[src/rtl/io_controlador.sv]
// Confirm-button sequencer for the processor's in/out instructions: arms, debounces a press, latches data, pulses sinal.
// Optional build macro IO_TIMEOUT_EN adds a forced-completion timeout and the sticky erro_timeout flag.
module io_controlador #(
    parameter int WIDTH      = 32,
    parameter int DEB_CYCLES = 4,
    parameter int TIMEOUT    = 1024
) (
    input  logic             clock,
    input  logic             reset,
    input  logic             req_in,
    input  logic             req_out,
    input  logic             botao,
    input  logic [WIDTH-1:0] chaves,
    input  logic [WIDTH-1:0] dado_out,
    output logic             sinal,
    output logic [WIDTH-1:0] dado_in,
    output logic [WIDTH-1:0] display,
    output logic             ocupado,
    output logic             erro_timeout
);

    localparam int CW = $clog2(DEB_CYCLES + 1);

    typedef enum logic [2:0] {OCIOSO, ARM, ESPERA, FILTRO, CONFIRMA} estado_t;

    estado_t       estado, proximo;
    logic          botao_m, botao_s;
    logic [CW-1:0] contador, contador_prox;
    logic          req;
    logic          estouro;

    assign req = req_in | req_out;

    always_ff @(posedge clock or posedge reset) begin
        if (reset) begin
            botao_m <= 1'b0;
            botao_s <= 1'b0;
        end else begin
            botao_m <= botao;
            botao_s <= botao_m;
        end
    end

`ifdef IO_TIMEOUT_EN
    localparam int TW = $clog2(TIMEOUT + 1);

    logic [TW-1:0] tempo;

    // Counts cycles spent waiting for a press; reaching TIMEOUT forces completion.
    always_ff @(posedge clock or posedge reset) begin
        if (reset) begin
            tempo        <= '0;
            erro_timeout <= 1'b0;
        end else begin
            if (ocupado && !estouro)
                tempo <= tempo + 1'b1;
            else
                tempo <= '0;
            if (estouro && req)
                erro_timeout <= 1'b1;
        end
    end

    assign estouro = ocupado && (tempo == TW'(TIMEOUT - 1));
`else
    assign estouro      = 1'b0;
    assign erro_timeout = 1'b0;
`endif

    always_ff @(posedge clock or posedge reset) begin
        if (reset) begin
            estado   <= OCIOSO;
            contador <= '0;
        end else begin
            estado   <= proximo;
            contador <= contador_prox;
        end
    end

    // Dropping the request aborts from any waiting state and takes priority over confirmation.
    always_comb begin
        proximo       = estado;
        contador_prox = contador;
        unique case (estado)
            OCIOSO: begin
                contador_prox = '0;
                if (req)
                    proximo = ARM;
            end
            ARM: begin
                if (!req)
                    proximo = OCIOSO;
                else if (estouro)
                    proximo = CONFIRMA;
                else if (!botao_s)
                    proximo = ESPERA;
            end
            ESPERA: begin
                if (!req)
                    proximo = OCIOSO;
                else if (estouro)
                    proximo = CONFIRMA;
                else if (botao_s) begin
                    proximo       = FILTRO;
                    contador_prox = CW'(1);
                end
            end
            FILTRO: begin
                if (!req) begin
                    proximo       = OCIOSO;
                    contador_prox = '0;
                end else if (estouro || contador == CW'(DEB_CYCLES))
                    proximo = CONFIRMA;
                else if (!botao_s) begin
                    proximo       = ESPERA;
                    contador_prox = '0;
                end else
                    contador_prox = contador + 1'b1;
            end
            CONFIRMA: begin
                proximo       = ARM;
                contador_prox = '0;
            end
            default: begin
                proximo       = OCIOSO;
                contador_prox = '0;
            end
        endcase
    end

    always_comb begin
        ocupado = (estado == ARM) || (estado == ESPERA) || (estado == FILTRO);
    end

    // Data is captured on the edge entering CONFIRMA so it is valid alongside sinal.
    always_ff @(posedge clock or posedge reset) begin
        if (reset) begin
            sinal   <= 1'b0;
            dado_in <= '0;
            display <= '0;
        end else begin
            sinal <= (proximo == CONFIRMA);
            if (proximo == CONFIRMA) begin
                if (req_in)
                    dado_in <= estouro ? '0 : chaves;
                else if (req_out)
                    display <= dado_out;
            end
        end
    end

endmodule
[config.mk]
export PLATFORM = sky130hd
export DESIGN_NAME = io_controlador
export DESIGN_NICKNAME = d
export VERILOG_FILES = /design/src/rtl/io_controlador.sv
export SDC_FILE = /design/constraint.sdc
export NUM_CORES = 1
export LEC_CHECK = 0
export ABC_CLOCK_PERIOD_IN_PS = 2700
export BUFFER_PORTS_ARGS = -buffer_cell sky130_fd_sc_hd__buf_2
export CAP_MARGIN = 20
export CORE_MARGIN = 2
export CORE_UTILIZATION = 45
export CTS_CLUSTER_SIZE = 12
export DETAILED_ROUTE_END_ITERATION = 10
export PLACE_DENSITY_LB_ADDON = 0.25
export SYNTH_ARGS = -nofsm -noshare
export SYNTH_HDL_FRONTEND = slang
export SYNTH_SLANG_ARGS = --single-unit
[constraint.sdc]
create_clock -name clock -period 2.7 [get_ports clock]
set_input_delay 0.27 -clock clock [delete_from_list [all_inputs] [get_ports clock]]
set_output_delay 0.27 -clock clock [all_outputs]
set_load 0.03 [all_outputs]
==> reports/qor.txt <==
clock insertion delay at the later pin of the skew report: 0.34 ns
startpoint class of the critical path: flip-flop
total global-route track usage: 0.175
Static Leakage: 2.20 nW
number of non-filler instances in the completed layout: 405
Max Cap Viol: 0
number of resized instances in the post-cts repair step: 0
area growth from synthesis to layout: 34.7%
worst clock skew on the final layout: 0.00772 ns
global-route wire length before repair: 9.73 mm
number of top-level pins: 136
total via count in the routed design: 1974
RD Place Congestion: 0.777
setup tns final: 0 ns
kind of critical path: flip-flop to flip-flop
post-route cell area: 0.00383 mm²
CP Data Required Time: 2.92 ns
starting density of the core: 0.472
number of hold buffers added after CTS: 0
number of input and output port buffers inserted: 134
clock sinks: 73
timing-limited maximum frequency: 498 MHz
Std-Cell Rows: 28
number of inserted diodes: 0
number of global-route vias before repair: 2132
setup repair bufs after CTS: 0
dpl cells: 389
RSZ-0062 raised after global routing: no
detailed-route DRC error count: 0
Post-Synthesis Mean Instance Area: 15.5 µm²
number of buffers on the longest clock path: 2
time the worst path needs with I/O delays and setup: 2.01 ns
number of distinct library cells after synthesis: 27
slew at the pin with the worst max-slew slack: 0.697 ns
total of endpoints with negative setup slack in the final report: 0
worst voltage drop across the vdd grid: 0.358 mV
GR Util met3: 0.0752
nets in the synthesized netlist: 255
status: finished, final reports clean
total standard cell area after synthesis: 0.00285 mm²
drt wl/cell: 14.0 µm
CTS tree: built
Final Max Tran Viols: 0
minimum hold slack: 0.0406 ns
post-detail-place hpwl: 4.12 mm
number of iterations in the first detailed-routing pass: 4
GRT met1 Usage: 0.200
antenna-violating nets left: 0
Final Total Pwr: 2.38 mW
TritonCTS Buffers: 9
clock transition at the register clock pins on the worst setup and hold paths after CTS: 0.07 ns
layout net count: 396
Clock H-tree levels: 3
area of placed instances: 0.00359 mm²
maximum fanout along the worst path: 32
largest net degree at the start of global routing: 42
pwr dens: 621 mW/mm²
classification of the worst-slack hold path: primary input to async pin
type of element capturing the critical path: flip-flop
Die Footprint: 0.00697 mm²
Die Y: 83.5 µm
width of the chip: 83.5 µm
warning count from the yosys run: 0
via-per-instance ratio: 4.87
share of the cycle needed by the critical path after routing: 0.743
total wire length after detailed routing: 5.66 mm
Yosys reg bits: 73
number of endpoints with negative hold slack in the final report: 0
Global Route met2 Usage: 0.288
portion of the post-synthesis area used by sequential elements: 0.642
initial antenna violation count: 0
relative slew slack: 0.534
total core area: 0.00603 mm²
Top Usage Layer GRT: met2
critical path data arrival time: 2.22 ns
Clock Tree Root: sky130_fd_sc_hd__clkbuf_8
Iteration-0 DRC Markers: 66
gr ovfl total: 0
Gate Count Post-Synth: 184
share of final-layout standard cells stronger than drive strength 1: 0.661
==> logic make-up (layout without fill, tap and decap cells) <==
logic type      Yosys count  after routing  share of synthesized area
buf+inv                  12            158                     0.0264
other cells               1              1                    0.00132
flops                    73             73                      0.642
fa+ha+maj                 2              2                    0.00879
mux                      66             66                      0.260
simple gates             21             21                     0.0418
compound gates            9              9                     0.0194
==> metrics by stage <==
step / setup slack, ns / util
after global placement: 0.741 / 0.596
after detailed placement: 0.686 / 0.596
after floorplan: 0.577 / -
after global routing: 0.555 / 0.636
after CTS: 0.684 / 0.636
final: 0.693 / 0.636
==> Yosys cell counts <==
master	instances	share of area
sky130_fd_sc_hd__a21o_1	1	0.0026
sky130_fd_sc_hd__inv_1	5	0.0066
sky130_fd_sc_hd__nand2_1	5	0.0066
sky130_fd_sc_hd__mux2i_1	2	0.0070
sky130_fd_sc_hd__and2b_2	1	0.0031
sky130_fd_sc_hd__nand4_1	1	0.0022
sky130_fd_sc_hd__o221ai_1	1	0.0031
sky130_fd_sc_hd__buf_2	3	0.0053
sky130_fd_sc_hd__conb_1	1	0.0013
sky130_fd_sc_hd__buf_4	1	0.0026
sky130_fd_sc_hd__mux2_1	4	0.016
sky130_fd_sc_hd__o21ai_0	4	0.0070
sky130_fd_sc_hd__and3_2	1	0.0026
sky130_fd_sc_hd__ha_1	2	0.0088
sky130_fd_sc_hd__nor2_1	5	0.0066
sky130_fd_sc_hd__nand2b_1	1	0.0022
sky130_fd_sc_hd__a31oi_1	1	0.0022
sky130_fd_sc_hd__nor3b_4	1	0.0066
sky130_fd_sc_hd__nor3_1	1	0.0018
sky130_fd_sc_hd__buf_6	3	0.012
sky130_fd_sc_hd__nor3b_1	1	0.0026
sky130_fd_sc_hd__o21a_1	1	0.0026
sky130_fd_sc_hd__nand3_1	3	0.0053
sky130_fd_sc_hd__dfrtp_1	73	0.64
sky130_fd_sc_hd__a21oi_1	1	0.0018
sky130_fd_sc_hd__nand2_2	1	0.0022
sky130_fd_sc_hd__mux2_2	60	0.24
==> placed cells by master (no fill, tap or decap), types with 2 or more instances in the layout <==
cell / Yosys / layout
sky130_fd_sc_hd__ha_1: 2 / 2
sky130_fd_sc_hd__buf_4: 1 / 2
sky130_fd_sc_hd__o21ai_0: 4 / 4
sky130_fd_sc_hd__nand2_1: 5 / 5
sky130_fd_sc_hd__nor2_1: 5 / 5
sky130_fd_sc_hd__mux2_2: 60 / 60
sky130_fd_sc_hd__clkinvlp_4: 0 / 2
sky130_fd_sc_hd__dfrtp_1: 73 / 73
sky130_fd_sc_hd__mux2i_1: 2 / 2
sky130_fd_sc_hd__nand3_1: 3 / 3
sky130_fd_sc_hd__mux2_1: 4 / 4
sky130_fd_sc_hd__bufinv_16: 0 / 3
sky130_fd_sc_hd__inv_1: 5 / 4
sky130_fd_sc_hd__clkbuf_8: 0 / 9
sky130_fd_sc_hd__buf_2: 3 / 134
==> where the power goes <==
group          internal (mW)  switching (mW)  leakage, nW  total [mW]
Combinational         0.0900           0.129         1.09       0.219
Sequential              1.13          0.0232        0.994        1.15
Clock                  0.613           0.399        0.115        1.01
Total                   1.83           0.551         2.20        2.38
==> path summary, 6_finish.rpt <==
| check | startpoint | to | slack, ns | cells past startpoint |
|---|---|---|---|---|
| min in group clock | botao | botao_m | 0.04 | 1 |
| max in group asynchronous | reset | dado_in[19] | 2.00 | 3 |
| setup reg to reg | contador[0] | display[8] | 0.69 | 7 |
| setup / recovery | contador[0] | display[8] | 0.69 | 7 |
| hold / removal | reset | display[26] | 0.04 | 2 |
| hold reg to reg | botao_m | botao_s | 0.35 | 0 |
==> sequential cells by signal, indices dropped and copies added (netlist names) <==
name / cells
estado: 3
display: 32
dado_in: 32
botao_s: 1
botao_m: 1
contador: 3
sinal: 1
==> per-layer routing <==
metal | part of all wire | vias to the layer above
met1 | 0.40 | 953
met2 | 0.49 | 94
met5 | 0 | -
li1 | - | 921
met3 | 0.11 | 6
met4 | 0.011 | 0
==> critical path: stages (launching register included) <==
cell	delay, ns
sky130_fd_sc_hd__dfrtp_1	0.39
sky130_fd_sc_hd__inv_1	0.08
sky130_fd_sc_hd__ha_1	0.15
sky130_fd_sc_hd__and3_2	0.21
sky130_fd_sc_hd__nand2_2	0.09
sky130_fd_sc_hd__nor3b_4	0.18
sky130_fd_sc_hd__buf_4	0.38
sky130_fd_sc_hd__mux2_2	0.38
==> area by class of cell <==
| type | count | area, µm² |
|---|---|---|
| Sequential cell | 73 | 1830 |
| Clock buffer | 9 | 124 |
| Timing Repair Buffer | 137 | 706 |
| Multi-Input combinational cell | 99 | 943 |
| Fill cell | 508 | 2190 |
| Tap cell | 75 | 93.8 |
| Inverter | 5 | 18.8 |
| Clock inverter | 7 | 119 |
Power figures use the tool's default switching activity.
